File: src/rtl/imm_decode_stage_pkg.sv
// Shared RV32 decode types: immediate format enum, opcode map, per-entry metadata.
// Latency: n/a (types and constants only).
// Backpressure: n/a.
package imm_decode_stage_pkg;

    typedef enum logic [2:0] {
        FMT_I    = 3'd0,
        FMT_S    = 3'd1,
        FMT_B    = 3'd2,
        FMT_U    = 3'd3,
        FMT_J    = 3'd4,
        FMT_Z    = 3'd5,
        FMT_NONE = 3'd7
    } imm_fmt_t;

    // Base opcodes, also consumed by the control FSM
    localparam logic [6:0] OPC_LOAD     = 7'b0000011;
    localparam logic [6:0] OPC_MISC_MEM = 7'b0001111;
    localparam logic [6:0] OPC_OP_IMM   = 7'b0010011;
    localparam logic [6:0] OPC_AUIPC    = 7'b0010111;
    localparam logic [6:0] OPC_STORE    = 7'b0100011;
    localparam logic [6:0] OPC_OP       = 7'b0110011;
    localparam logic [6:0] OPC_LUI      = 7'b0110111;
    localparam logic [6:0] OPC_BRANCH   = 7'b1100011;
    localparam logic [6:0] OPC_JALR     = 7'b1100111;
    localparam logic [6:0] OPC_JAL      = 7'b1101111;
    localparam logic [6:0] OPC_SYSTEM   = 7'b1110011;

    typedef struct packed {
        imm_fmt_t    fmt;
        logic [11:0] csr_addr;
        logic        illegal;
    } imm_meta_t;

    localparam imm_meta_t META_RESET = '{fmt: FMT_NONE, csr_addr: 12'h000, illegal: 1'b0};

    function automatic bit imm_xlen_ok(input int xlen);
        return (xlen == 32) || (xlen == 64);
    endfunction

endpackage

File: src/rtl/imm_decode_stage_extract.sv
// Combinational RV32 immediate extractor: I/S/B/U/J sign-extend, CSR zimm/address.
// Latency: 0 cycles (pure combinational).
// Backpressure: none; caller registers the result.
module imm_extract
    import imm_decode_stage_pkg::*;
#(
    parameter int              XLEN          = 32,
    parameter bit              CSR_EN        = 1'b1,
    parameter logic [XLEN-1:0] ILLEGAL_VALUE = {XLEN{1'b1}}
) (
    input  logic [31:0]     instruction,
    output logic [XLEN-1:0] immediate,
    output logic [2:0]      imm_fmt,
    output logic [11:0]     csr_addr,
    output logic            illegal
);

    logic [6:0]  opcode;
    logic [2:0]  funct3;
    logic [31:0] imm32;
    imm_fmt_t    fmt;

    assign opcode = instruction[6:0];
    assign funct3 = instruction[14:12];

    always_comb begin
        imm32     = 32'h0;
        fmt       = FMT_NONE;
        csr_addr  = 12'h000;
        illegal   = 1'b0;
        immediate = '0;
        unique case (opcode)
            OPC_OP_IMM, OPC_LOAD, OPC_JALR: begin
                fmt   = FMT_I;
                imm32 = {{20{instruction[31]}}, instruction[31:20]};
            end
            OPC_STORE: begin
                fmt   = FMT_S;
                imm32 = {{20{instruction[31]}}, instruction[31:25], instruction[11:7]};
            end
            OPC_BRANCH: begin
                fmt   = FMT_B;
                imm32 = {{19{instruction[31]}}, instruction[31], instruction[7],
                         instruction[30:25], instruction[11:8], 1'b0};
            end
            OPC_LUI, OPC_AUIPC: begin
                fmt   = FMT_U;
                imm32 = {instruction[31:12], 12'h000};
            end
            OPC_JAL: begin
                fmt   = FMT_J;
                imm32 = {{11{instruction[31]}}, instruction[31], instruction[19:12],
                         instruction[20], instruction[30:21], 1'b0};
            end
            OPC_OP, OPC_MISC_MEM: fmt = FMT_NONE;
            OPC_SYSTEM: begin
                if (funct3 != 3'b000) begin
                    if (CSR_EN) begin
                        fmt      = FMT_Z;
                        csr_addr = instruction[31:20];
                        // Only the *I forms carry a zimm; register forms read rs1 instead
                        if (funct3[2]) imm32 = {27'h0, instruction[19:15]};
                    end else begin
                        illegal = 1'b1;
                    end
                end
            end
            default: illegal = 1'b1;
        endcase

        if (instruction[1:0] != 2'b11) illegal = 1'b1;

        if (illegal) begin
            fmt       = FMT_NONE;
            csr_addr  = 12'h000;
            immediate = ILLEGAL_VALUE;
        end else begin
            immediate       = {XLEN{imm32[31]}};
            immediate[31:0] = imm32;
        end
    end

    assign imm_fmt = fmt;

endmodule

File: src/rtl/imm_decode_stage.sv
// Registered immediate-decode stage with valid/ready, optional 2-entry skid buffer, flush.
// Latency: 1 cycle from accept to out_valid; 1 entry/cycle throughput with out_ready high.
// Backpressure: SKID=1 in_ready from registered count only; SKID=0 in_ready = !out_valid | out_ready.
module imm_decode_stage
    import imm_decode_stage_pkg::*;
#(
    parameter int              XLEN          = 32,
    parameter bit              SKID          = 1'b1,
    parameter bit              CSR_EN        = 1'b1,
    parameter logic [XLEN-1:0] ILLEGAL_VALUE = {XLEN{1'b1}}
) (
    input  logic            clk,
    input  logic            rst,
    input  logic            flush,
    input  logic            in_valid,
    output logic            in_ready,
    input  logic [31:0]     instruction,
    output logic            out_valid,
    input  logic            out_ready,
    output logic [XLEN-1:0] immediate,
    output logic [2:0]      imm_fmt,
    output logic [11:0]     csr_addr,
    output logic            illegal
);

    if (!imm_xlen_ok(XLEN)) begin : g_bad_xlen
        $error("imm_decode_stage: XLEN must be 32 or 64");
    end

    typedef struct packed {
        logic [XLEN-1:0] imm;
        imm_meta_t       meta;
    } entry_t;

    localparam entry_t ENTRY_RESET = '{imm: '0, meta: META_RESET};

    entry_t     dec_dat;
    entry_t     slot0;
    entry_t     slot1;
    logic [2:0] dec_fmt;
    logic [1:0] count;
    logic       push;
    logic       pop;

    imm_extract #(
        .XLEN          (XLEN),
        .CSR_EN        (CSR_EN),
        .ILLEGAL_VALUE (ILLEGAL_VALUE)
    ) u_extract (
        .instruction (instruction),
        .immediate   (dec_dat.imm),
        .imm_fmt     (dec_fmt),
        .csr_addr    (dec_dat.meta.csr_addr),
        .illegal     (dec_dat.meta.illegal)
    );

    assign dec_dat.meta.fmt = imm_fmt_t'(dec_fmt);

    if (SKID) begin : g_skid
        assign in_ready = (count < 2'd2);
    end else begin : g_single
        assign in_ready = !out_valid || out_ready;
    end

    assign out_valid = (count != 2'd0);
    assign push      = in_valid && in_ready;
    assign pop       = out_valid && out_ready;

    // slot0 is always the head and drives the outputs directly; slot1 only fills when SKID=1
    always_ff @(posedge clk) begin
        if (rst || flush) begin
            count <= 2'd0;
            slot0 <= ENTRY_RESET;
            slot1 <= ENTRY_RESET;
        end else begin
            if (pop && count == 2'd2) slot0 <= slot1;
            if (push) begin
                if (count == 2'd0 || (pop && count == 2'd1)) slot0 <= dec_dat;
                else                                          slot1 <= dec_dat;
            end
            case ({push, pop})
                2'b10:   count <= count + 2'd1;
                2'b01:   count <= count - 2'd1;
                default: count <= count;
            endcase
        end
    end

    assign immediate = slot0.imm;
    assign imm_fmt   = slot0.meta.fmt;
    assign csr_addr  = slot0.meta.csr_addr;
    assign illegal   = slot0.meta.illegal;

endmodule
File: config.mk
export PLATFORM = sky130hd
export DESIGN_NAME = imm_decode_stage
export DESIGN_NICKNAME = d
export VERILOG_FILES = /design/src/rtl/imm_decode_stage_pkg.sv /design/src/rtl/imm_decode_stage_extract.sv /design/src/rtl/imm_decode_stage.sv
export SDC_FILE = /design/constraint.sdc
export NUM_CORES = 1
export LEC_CHECK = 0
export ABC_AREA = 1
export CORE_MARGIN = 3
export CORE_UTILIZATION = 48
export CTS_CLUSTER_SIZE = 12
export DETAILED_ROUTE_END_ITERATION = 10
export PLACE_DENSITY = 0.72
export SLEW_MARGIN = 5
export SYNTH_ARGS = -nofsm -noshare
export SYNTH_HDL_FRONTEND = slang
export SYNTH_HIERARCHICAL = 1
export SYNTH_SLANG_ARGS = --single-unit
File: constraint.sdc
create_clock -name clk -period 3.1 [get_ports clk]
set_clock_uncertainty 0.1 [all_clocks]
set_input_delay 0.31 -clock clk [delete_from_list [all_inputs] [get_ports clk]]
set_output_delay 0.31 -clock clk [all_outputs]
set_load 0.02 [all_outputs]
==> results of run 1 <==
==> routing by layer <==
layer  up-vias  GRT usage (%)  share of wire (%)
li1       3235              -                  -
met1      2776          33.16                 47
met2       207          36.76                 44
met3        18          5.430                7.4
met4         0          7.326                1.5
met5         -              0                  0
==> logic make-up after synthesis <==
logic type                 Yosys count  synth area share, %
AOI/OAI and AO/OA                   31                2.623
xor gates and xnor gates             1               0.1458
adders and majority gates            4               0.8328
and+or+nand+nor                    685                48.99
buffers and inverters              204                14.76
DFF                                 98                32.65
==> power by group <==
| group | internal, mW | switching (mW) | total (mW) |
|---|---|---|---|
| combinational | 0.268 | 0.465 | 0.733 |
| sequential | 1.32 | 0.0323 | 1.35 |
| clock | 0.732 | 0.470 | 1.20 |
| total | 2.32 | 0.968 | 3.29 |
==> registers in the layout, indices dropped and copies added, names as in the netlist <==
register   cells
csr_addr      12
slot1         48
imm_fmt        3
illegal        1
immediate     32
count          2
==> per-stage QoR <==
stage	area (um2)	setup slack, ns	hold WS [ns]	power (mW)
2_1_floorplan	6010	1.505	0.3200	1.865
3_3_place_gp	6884	0.5041	0.3378	2.106
3_5_place_dp	6884	0.4212	0.3405	2.111
4_1_cts	7208	0.6477	0.3599	3.308
5_1_grt	7208	0.5404	0.3907	3.444
6_report	7208	0.6521	0.3537	3.287
==> critical path, stage by stage (launching register included) <==
cell	delay, ns
sky130_fd_sc_hd__dfxtp_1	0.38
sky130_fd_sc_hd__inv_2	0.08
sky130_fd_sc_hd__ha_1	0.20
sky130_fd_sc_hd__inv_2	0.34
sky130_fd_sc_hd__clkdlybuf4s50_1	0.69
==> placed cells by master, fill, tap and decap left out, types with 4 or more instances in the layout <==
| cell type | n |
|---|---|
| sky130_fd_sc_hd__buf_4 | 13 |
| sky130_fd_sc_hd__clkbuf_16 | 9 |
| sky130_fd_sc_hd__nand2_1 | 293 |
| sky130_fd_sc_hd__nand2_2 | 8 |
| sky130_fd_sc_hd__o21ai_0 | 6 |
| sky130_fd_sc_hd__nand3_1 | 96 |
| sky130_fd_sc_hd__nand4_1 | 55 |
| sky130_fd_sc_hd__nor2_1 | 214 |
| sky130_fd_sc_hd__nor2_4 | 5 |
| sky130_fd_sc_hd__inv_1 | 135 |
| sky130_fd_sc_hd__dfxtp_1 | 98 |
| sky130_fd_sc_hd__clkbuf_8 | 5 |
| sky130_fd_sc_hd__clkdlybuf4s50_1 | 86 |
| sky130_fd_sc_hd__ha_1 | 4 |
| sky130_fd_sc_hd__a21oi_1 | 23 |
==> cells in the mapped netlist, drive strengths merged <==
master,n
nor3,2
a21boi,1
ha,4
clkbuf,13
a21oi,23
nand3,98
dfxtp,98
nand4,55
buf,53
or2,1
xor2,1
o21ai,7
inv,138
nand2,304
nor2,222
nand3b,3
==> final timing paths <==
| check | start | end | depth (start not counted) |
|---|---|---|---|
| max | count[1] | out_valid | 4 |
| min reg2reg | slot1[15] | slot1[15] | 2 |
| max reg2reg | count[1] | csr_addr[4] | 9 |
| min | slot1[15] | slot1[15] | 2 |
==> area by class of cell <==
class / count / area [um2] / area share [%]
Clock buffer: 14 / 294.0 / 4.079
Clock inverter: 1 / 30.03 / 0.4166
Inverter: 138 / 518.0 / 7.186
Multi-Input combinational cell: 721 / 3176 / 44.05
Sequential cell: 98 / 1962 / 27.22
Tap cell: 168 / 210.2 / 2.916
Timing Repair Buffer: 102 / 1018 / 14.13
==> results.tsv, run 1 <==
metric	value	unit
status	completed	
Gates resized, CTS repair	0	
Core Footprint	0.01211	mm2
unrepaired setup endpoints after global routing	false	
maximum clock rate	408.5	MHz
Final min period	2.448	ns
worst path required time	2.69	ns
total number of nets in the final design	1111	
Avg Inst Size Synth	5.874	um2
fraction of the cycle the final worst path needs	78.97	%
headroom to the max-slew limit	51.43	%
pins over their slew limit	0	
row count	40	
dpl hpwl	11050	um
number of distinct standard cells referenced by the synthesized netlist	28	
number of H-tree levels	3	
height of the die	117.9	um
startpoint type of the worst setup path	flip-flop	
gr usage total	23.84	%
clock slew seen by the registers of the worst setup and hold paths	0.06	ns
number of iterations in the first detailed-routing pass	5	
critical-path maximum fanout	18	
buffer levels on the longest clock path	2	
number of cells in the finished layout apart from fillers	1242	
share of layout cells above drive strength 1	5.214	%
Layout Area Growth over Synthesis	19.95	%
horizontal die dimension	117.9	um
hold crit path type	reg -> reg	
final wirelength	16710	um
total setup buffers inserted after CTS	0	
power density over the cells	456.1	mW/mm2
post-synthesis instance area	0.006010	mm2
clock sinks	98	
total negative slack for setup checks	0	ns
Inserted Diodes	0	
I/O pin total	87	
count of placed standard cells including taps	1227	
post-synthesis net count	1064	
antenna-violating nets left	0	
final core area utilization	59.51	%
sequential fraction of the synthesis area	32.65	%
total number of yosys warnings	6	
area share of the largest cell type after synthesis	32.65	%
leakage power figure	3.543	nW
first-pass GRT wire length	27660	um
maximum number of pins on one net before global-route repair	95	
gate count of the mapped netlist	1023	
Final Wtd Congestion	1.032	
number of design rule violations left after detail routing	0	
insertion delay to the later sink of the worst-skew pair	0.35	ns
final-report hold violation count	0	
initial core utilization	49.62	%
die footprint	0.01390	mm2
arrival time reported for the critical path endpoint	2.04	ns
total of hold buffers inserted after clock tree synthesis	0	
drt via density	5.021	
maximum capacitance violations	0	
Worst R2R Setup Slack	0.86	ns
CP endpoint kind	output pin	
VDD IR-drop max	0.2384	mV
number of register bits inferred by synthesis	98	
post-synthesis cell type with the largest combined area	sky130_fd_sc_hd__dfxtp_1	
clock root cell	sky130_fd_sc_hd__clkbuf_16	
vias post-DR	6236	
clock tree from TritonCTS	done	
final setup violating endpoints	0	
dominant cells by area after synthesis	sky130_fd_sc_hd__dfxtp_1 (33%), sky130_fd_sc_hd__nand2_1 (18%), sky130_fd_sc_hd__nor2_1 (13%)	
count of routing violations after the opening detailed-route iteration	583	
number of antenna violations at the first check in global routing	0	
number of global-route vias before repair	5632	
Least-Margin Pin Slew	0.7268	ns
Avg WL per Cell	13.46	um
Congestion Overflow GR	0	
critical path class	reg -> out	
number of buffers inserted during clock tree synthesis	9	
port buffer count	86	
# fillers	1259	
(Power assumes the default switching activity.)
==> inputs of run 2 (changes only) <==
==> constraint.sdc (replaced) <==
create_clock -name clk -period 2.52 [get_ports clk]
set_clock_uncertainty 0.1 [all_clocks]
set_input_delay 0.252 -clock clk [delete_from_list [all_inputs] [get_ports clk]]
set_output_delay 0.252 -clock clk [all_outputs]
set_load 0.02 [all_outputs]
==> results.tsv, run 2 (synthesis gave the netlist of run 1 again) <==
metric	value	unit
final-report hold violation count	0	
clock root cell	sky130_fd_sc_hd__clkbuf_16	
final core area utilization	59.88	%
Inserted Diodes	0	
antenna-violating nets left	0	
height of the die	117.9	um
pins over their slew limit	0	
maximum capacitance violations	0	
number of H-tree levels	3	
Final min period	2.333	ns
unrepaired setup endpoints after global routing	false	
CP endpoint kind	output pin	
most flop-heavy register	slot1	
number of design rule violations left after detail routing	0	
fraction of the cycle the final worst path needs	92.56	%
Gates resized, CTS repair	0	
commonest cells after routing, fill and taps aside	sky130_fd_sc_hd__nand2_1 (293), sky130_fd_sc_hd__nor2_1 (214), sky130_fd_sc_hd__inv_1 (135)	
buffer levels on the longest clock path	2	
total of hold buffers inserted after clock tree synthesis	0	
row count	40	
startpoint type of the worst setup path	flip-flop	
vias post-DR	6247	
final wirelength	16390	um
share of layout cells above drive strength 1	5.910	%
number of flip-flops under the largest register name	48	
count of placed standard cells including taps	1235	
status	completed	
Least-Margin Pin Slew	0.5772	ns
Avg WL per Cell	13.10	um
clock sinks	98	
overall power	3.907	mW
critical-path maximum fanout	15	
number of global-route vias before repair	5404	
critical path class	reg -> out	
I/O pin total	87	
Hold WS	0.3575	ns
gr usage total	23.26	%
number of iterations in the first detailed-routing pass	5	
total number of nets in the final design	1119	
worst path required time	2.17	ns
horizontal die dimension	117.9	um
Final Wtd Congestion	0.9555	
total setup buffers inserted after CTS	0	
dpl hpwl	10900	um
headroom to the max-slew limit	61.52	%
Core Footprint	0.01211	mm2
insertion delay to the later sink of the worst-skew pair	0.35	ns
VDD IR-drop max	0.3096	mV
maximum number of pins on one net before global-route repair	95	
first-pass GRT wire length	26940	um
port buffer count	86	
hold crit path type	reg -> reg	
count of routing violations after the opening detailed-route iteration	580	
number of buffers inserted during clock tree synthesis	9	
clock slew seen by the registers of the worst setup and hold paths	0.06	ns
drt via density	4.994	
initial core utilization	49.62	%
maximum clock rate	428.7	MHz
leakage power figure	3.570	nW
number of cells in the finished layout apart from fillers	1251	
final setup violating endpoints	0	
most common library cell in the layout ignoring fill and taps	sky130_fd_sc_hd__nand2_1	
clock tree from TritonCTS	done	
arrival time reported for the critical path endpoint	1.98	ns
die footprint	0.01390	mm2
number of antenna violations at the first check in global routing	0	
total negative slack for setup checks	0	ns
Congestion Overflow GR	0	
Layout Area Growth over Synthesis	20.67	%
power density over the cells	538.7	mW/mm2
## run 2: metal layers
layer,vias to the layer above,GRT usage [%],share of wire (%)
met1,2792,34.12,50
li1,3246,-,-
met3,19,3.412,5.6
met5,-,0,0
met4,0,8.278,2.0
met2,190,34.60,43
## run 2: power by group
part	total, mW	internal [mW]	leakage [nW]	switching (mW)
clock network	1.33	0.723	0.139	0.606
logic	0.915	0.344	2.63	0.572
registers	1.66	1.62	0.797	0.0391
total	3.91	2.69	3.57	1.22
## run 2: path summary, 6_finish.rpt
| check | from | end | slack [ns] | depth (start not counted) |
|---|---|---|---|---|
| max | count[1] | out_valid | 0.19 | 4 |
| min reg2reg | slot1[13] | slot1[13] | 0.36 | 2 |
| max reg2reg | count[1] | slot1[15] | 0.38 | 9 |
| min | slot1[13] | slot1[13] | 0.36 | 2 |
## run 2: layout make-up
class                      count  area, um2
clock buffer                  12      256.5
tap                          168      210.2
timing repair buffer         110       1104
multi-input combinational    721       3176
clock inverter                 4      26.28
inverter                     138      518.0
fill                        1242       4860
sequential                    98       1962
## run 2: critical path, stage by stage (launching register included)
cell                              delay (ns)
sky130_fd_sc_hd__dfxtp_1                0.38
sky130_fd_sc_hd__inv_2                  0.07
sky130_fd_sc_hd__ha_1                   0.20
sky130_fd_sc_hd__inv_2                  0.30
sky130_fd_sc_hd__clkdlybuf4s50_1        0.68
## run 2: per-stage QoR
stage,setup slack [ns],area [um2]
CTS,0.1803,7252
floorplan,0.9253,6010
detailed placement,0.1618,6969
global placement,0.2064,6969
finish,0.1874,7252
global route,0.1351,7252
